## src/rtl/fifo_pkg.sv

```systemverilog
// Shared pointer helpers for the async FIFO controllers.
// Gray/binary conversion and the pointer width convention.
package fifo_pkg;

  localparam int MAXW = 32;

  function automatic int ptr_w(input int asize);
    return asize + 1;
  endfunction

  function automatic logic [MAXW-1:0] bin2gray(
    input logic [MAXW-1:0] b
  );
    return b ^ (b >> 1);
  endfunction

  // Prefix XOR from the MSB; zero-extended inputs convert correctly.
  function automatic logic [MAXW-1:0] gray2bin(
    input logic [MAXW-1:0] g
  );
    logic [MAXW-1:0] b;
    b[MAXW-1] = g[MAXW-1];
    for (int i = MAXW-2; i >= 0; i--) begin
      b[i] = b[i+1] ^ g[i];
    end
    return b;
  endfunction

endpackage

```

## src/rtl/fifo_sync_2ff.sv

```systemverilog
// Two-flop synchroniser for Gray pointers crossing clock domains.
// Shared by the read- and write-side controllers.
module fifo_sync_2ff #(
  parameter int WIDTH = 5
) (
  input  logic             rclk,
  input  logic             rrst_n,
  input  logic [WIDTH-1:0] d,
  output logic [WIDTH-1:0] q
);

  logic [WIDTH-1:0] q1;

  always_ff @(posedge rclk or negedge rrst_n) begin
    if (!rrst_n) begin
      q1 <= '0;
      q  <= '0;
    end else begin
      q1 <= d;
      q  <= q1;
    end
  end

endmodule

```

## src/rtl/fifo_rptr_empty.sv

```systemverilog
// Async FIFO read-side controller: read pointers, empty/level flags.
// Define FIFO_RD_UNDERFLOW_EN to build the sticky underflow flag.
module fifo_rptr_empty
  import fifo_pkg::*;
#(
  parameter int ASIZE     = 4,
  parameter int AE_THRESH = 2
) (
  input  logic             rclk,
  input  logic             rrst_n,
  input  logic             rinc,
  input  logic [ASIZE:0]   wptr,
  output logic [ASIZE-1:0] raddr,
  output logic             ren,
  output logic [ASIZE:0]   rptr,
  output logic             rempty,
  output logic             ralmost_empty,
  output logic [ASIZE:0]   rlevel,
  output logic             runderflow
);

  localparam int PTR_W = ptr_w(ASIZE);

  logic [PTR_W-1:0] rbin;
  logic [PTR_W-1:0] rq2_wptr;
  logic [PTR_W-1:0] rbinnext;
  logic [PTR_W-1:0] rgraynext;
  logic [PTR_W-1:0] wbin_s;
  logic [PTR_W-1:0] level_next;

  fifo_sync_2ff #(
    .WIDTH(PTR_W)
  ) u_sync (
    .rclk   (rclk),
    .rrst_n (rrst_n),
    .d      (wptr),
    .q      (rq2_wptr)
  );

  assign ren        = rinc & ~rempty;
  assign raddr      = rbin[ASIZE-1:0];
  assign rbinnext   = rbin + PTR_W'(ren);
  assign rgraynext  = PTR_W'(bin2gray(MAXW'(rbinnext)));
  assign wbin_s     = PTR_W'(gray2bin(MAXW'(rq2_wptr)));
  // Modulo difference; a full FIFO reads as exactly 2^ASIZE.
  assign level_next = wbin_s - rbinnext;

  always_ff @(posedge rclk or negedge rrst_n) begin
    if (!rrst_n) begin
      rbin          <= '0;
      rptr          <= '0;
      rempty        <= 1'b1;
      ralmost_empty <= 1'b1;
      rlevel        <= '0;
    end else begin
      rbin          <= rbinnext;
      rptr          <= rgraynext;
      rempty        <= (rgraynext == rq2_wptr);
      ralmost_empty <= (level_next <= PTR_W'(AE_THRESH));
      rlevel        <= level_next;
    end
  end

`ifdef FIFO_RD_UNDERFLOW_EN
  always_ff @(posedge rclk or negedge rrst_n) begin
    if (!rrst_n) begin
      runderflow <= 1'b0;
    end else if (rinc & rempty) begin
      runderflow <= 1'b1;
    end
  end
`else
  assign runderflow = 1'b0;
`endif

endmodule

```

## config.mk

```make
export PLATFORM = sky130hd
export DESIGN_NAME = fifo_rptr_empty
export DESIGN_NICKNAME = d
export VERILOG_FILES = /design/src/rtl/fifo_pkg.sv /design/src/rtl/fifo_sync_2ff.sv /design/src/rtl/fifo_rptr_empty.sv
export SDC_FILE = /design/constraint.sdc
export NUM_CORES = 1
export LEC_CHECK = 0
export ABC_CLOCK_PERIOD_IN_PS = 3350
export BUFFER_PORTS_ARGS = -buffer_cell sky130_fd_sc_hd__buf_2
export CAP_MARGIN = 20
export CORE_MARGIN = 2
export CORE_UTILIZATION = 52
export CTS_CLUSTER_DIAMETER = 100
export DETAILED_ROUTE_END_ITERATION = 6
export GPL_TIMING_DRIVEN = 0
export PLACE_DENSITY = 0.77
export SYNTH_ARGS = -nofsm -noshare
export SYNTH_HDL_FRONTEND = slang
export SYNTH_SLANG_ARGS = --single-unit
```

## constraint.sdc

```tcl
create_clock -name rclk -period 3.35 [get_ports rclk]
set_clock_uncertainty 0.05 [all_clocks]
set_input_delay 0.67 -clock rclk [delete_from_list [all_inputs] [get_ports rclk]]
set_output_delay 0.67 -clock rclk [all_outputs]
set_load 0.005 [all_outputs]
```

==> results_tabular.tex <==
\begin{tabular}{lr}
\hline
Metric & Value \\
\hline
\multicolumn{2}{l}{\textbf{Outcome}} \\
Run status & complete, no violations \\
\multicolumn{2}{l}{\textbf{Power and ir drop}} \\
Leak Pwr & roughly 0.64 nW \\
Switching part of the total power & roughly two fifths \\
Power Density & just over 1000 nW/µm² \\
Cell-internal power & roughly 0.8 mW \\
Power share of the clock group & a little under a tenth \\
Part of the power in registers & 35.5\% \\
Part of the power in combinational logic & about 55\% \\
Worst supply voltage drop on vdd & around 500 µV \\
Sw power & about 0.52 mW \\
\multicolumn{2}{l}{\textbf{Critical path}} \\
Critical path arrival & 3090 ps \\
Crit path launch type & flop \\
Crit Path Max Fanout & 5 \\
Required time at the worst-slack endpoint & roughly 3500 ps \\
Path type of the worst setup path & reg -> reg \\
Crit. End Element & flop \\
\multicolumn{2}{l}{\textbf{Detailed routing}} \\
Post-detailed-route wirelength per cell & between 10 and 15 µm \\
Number of vias after detailed routing & 690 \\
Drt total wl & between 1.5 and 2 mm \\
DR vias/cell & just over 5 \\
Antenna viol nets, final & 0 \\
DRC Markers & 0 \\
Drt first-iter violations & 5 \\
Pre-antenna DRT Iters & 2 \\
\multicolumn{2}{l}{\textbf{Place}} \\
Final RePlAce weighted congestion & around 0.8 \\
HPWL reported at the end of detailed placement & 1.35 mm \\
Port Buffers & 24 \\
Placed cell count & 134 \\
\multicolumn{2}{l}{\textbf{CTS}} \\
Count of cells resized by post-cts repair & 0 \\
Clk root buf & clkbuf\_4 \\
Clock transition at the register clock pins on the worst setup and hold paths after CTS & 120 ps \\
Clock buffers created by TritonCTS & 3 \\
Clock tree sinks & 26 \\
Maximum root-to-sink buffer count & 2 \\
Maximum level of the CTS H-tree & 1 \\
Worst-skew pair later-pin latency & 310 ps \\
CTS tree & yes \\
CTS Hold Buffers Added & 0 \\
Number of setup buffers added after CTS & 0 \\
\multicolumn{2}{l}{\textbf{Global route}} \\
Wire length of the first global-routing pass & roughly 3 mm \\
Residual overflow from global routing & 0 \\
Total Routing Usage GR & between 10\% and 20\% \\
Antenna violations before repair & 0 \\
Maximum number of pins on one net before global-route repair & 27 \\
Number of global-route vias before repair & roughly 700 \\
\multicolumn{2}{l}{\textbf{Logic synthesis}} \\
Count of synthesis-stage warnings from yosys & 0 \\
Netlist area before placement & between 1000 and 1500 µm² \\
Fraction of registers with async set or reset after synthesis & 100\% \\
Top-area cell type share of the netlist area & about 53\% \\
Sequential-to-total area share from yosys stat & a little under three fifths \\
Largest area contributor in the synthesized netlist & dfrtp\_1 \\
Number of synthesized register bits & 26 \\
Most frequent cell after synthesis & dfrtp\_1 \\
Primary FF master, synth & dfrtp\_1 \\
Count of flip-flops with a built-in enable after synthesis & 0 \\
Post-synthesis net count & 98 \\
Post-synthesis instance total & 83 \\
Leading cell types by total area after synthesis & dfrtp\_1, xnor2\_1, xor2\_1 \\
Cell types with the highest counts after synthesis & dfrtp\_1, xnor2\_1, xor2\_1 \\
Syn\_area\_per\_cell & around 14 µm² \\
Count of distinct cell types in the synthesized netlist & 24 \\
\multicolumn{2}{l}{\textbf{STA}} \\
Total negative slack & 0 ps \\
Final worst-path cycle share & between 80\% and 90\% \\
Final Hold Viols & 0 \\
Slew at the pin closest to its max-slew limit & $\sim$540 ps \\
Setup repair after global routing missed its margin & no \\
Maximum frequency from static timing analysis & $\sim$340 MHz \\
Final period demand of the worst path & about 3000 ps \\
Final-report setup violation count & 0 \\
Number of max-slew violations in the final report & 0 \\
Worst-case headroom to the max-slew limit & 64.0\% \\
\multicolumn{2}{l}{\textbf{Floorplan}} \\
Floorplan core area & roughly 2000 µm² \\
Count of pins on the block boundary & 26 \\
Die height & just over 50 µm \\
DIE AREA & between 2000 and 3000 µm² \\
Starting density of the core & 56.6\% \\
Die X-Extent & just over 50 µm \\
Row count & 16 \\
\multicolumn{2}{l}{\textbf{Job}} \\
Max-capacitance violation count & 0 \\
\multicolumn{2}{l}{\textbf{Cells and area}} \\
Layout Nets & 127 \\
Layout cells sized above 1 & between 20 and 30\% \\
Multi-input logic area & between 400 and 500 µm² \\
Fill cell count & around 160 \\
Area added between synthesis and finish & 15.4\% \\
Final std cells w/o fill & $\sim$140 \\
FF/Latch Area & $\sim$650 µm² \\
Number of inserted diodes & 0 \\
\multicolumn{2}{l}{\textbf{Min path}} \\
Min-delay worst type & in -> async \\
\hline
\end{tabular}
flip-flops by register name (all words and copies together), names as in the netlist:
register / flops
rptr: 4
rbin: 5
rlevel: 5
u_sync.q: 5
ralmost_empty: 1
rempty: 1
u_sync.q1: 5
metrics by stage:
| stage | hold WS (ps) | instance area, µm² | util, % | setup WS [ps] | power, mW |
|---|---|---|---|---|---|
| after detailed placement | 288 | 1300 | 64.2 | 217 | 1.22 |
| after global routing | 294 | 1320 | 65.3 | 227 | 1.45 |
| after global placement | 282 | 1300 | 64.2 | 313 | 1.19 |
| final | 268 | 1320 | 65.3 | 431 | 1.33 |
| after floorplan | 281 | 1140 | - | 577 | 1.01 |
| after CTS | 277 | 1320 | 65.3 | 393 | 1.35 |
critical path: stages, from the launching register on:
cell       delay [ps]
dfrtp_1           460
xor3_2            520
xor2_1            310
xnor2_1           170
ha_1              160
inv_1              60
fa_1              400
a31oi_1           220
xnor2_1           130
a2111oi_2         340
logic make-up after synthesis:
kind of cell | synth area share (%)
AO/OA/AOI/OAI | 5.58
XOR/XNOR | 21.1
adder cells (fa/ha/maj) | 8.31
buffers and inverters | 3.28
flip-flops | 57.1
other | 0.328
AND/OR/NAND/NOR | 4.27
worst paths after layout:
check	start	to	slack (ps)	depth (start not counted)
min in group rclk	u_sync.q1[0]	u_sync.q[0]	310	0
setup reg to reg	u_sync.q[4]	ralmost_empty	430	9
hold / removal	rrst_n	rptr[0]	270	1
setup / recovery	u_sync.q[4]	ralmost_empty	430	9
max in group asynchronous	rrst_n	rempty	2610	1
hold reg to reg	u_sync.q1[0]	u_sync.q[0]	310	0
area by class of cell:
class / count / area share, %
timing repair buffer: 24 / 9.10
clock buffer: 3 / 1.71
buffer: 3 / 1.14
tap: 27 / 2.56
inverter: 6 / 1.71
multi-input combinational: 48 / 34.3
sequential: 26 / 49.5
power groups by stage:
| stage | Combinational (mW) | Sequential [mW] | Clock, mW |
|---|---|---|---|
| after floorplan | 0.512 | 0.496 | 0 |
| after global placement | 0.708 | 0.478 | 0 |
| after detailed placement | 0.740 | 0.481 | 0 |
| after CTS | 0.742 | 0.474 | 0.132 |
| after global routing | 0.819 | 0.484 | 0.146 |
| final | 0.734 | 0.474 | 0.125 |
placed cells by master, fill, tap and decap left out, types with 2 or more instances in the layout:
cell type	instances
ha_1	6
xnor2_1	12
buf_2	24
a21oi_1	2
a21o_1	2
nand3_1	2
dfstp_2	2
xor2_1	10
inv_1	6
dfrtp_1	24
clkbuf_1	2
nor2b_1	2
clkbuf_4	3
per-layer routing:
| layer | GRT usage (%) | wire, µm | up-vias |
|---|---|---|---|
| met3 | 3.51 | 71 | 5 |
| met4 | 10.4 | 47 | 0 |
| met2 | 27.6 | 838 | 22 |
| li1 | - | - | 323 |
| met5 | 0 | 0 | - |
| met1 | 17.7 | 756 | 340 |
Note: power is estimated with default switching activity, not from simulation.
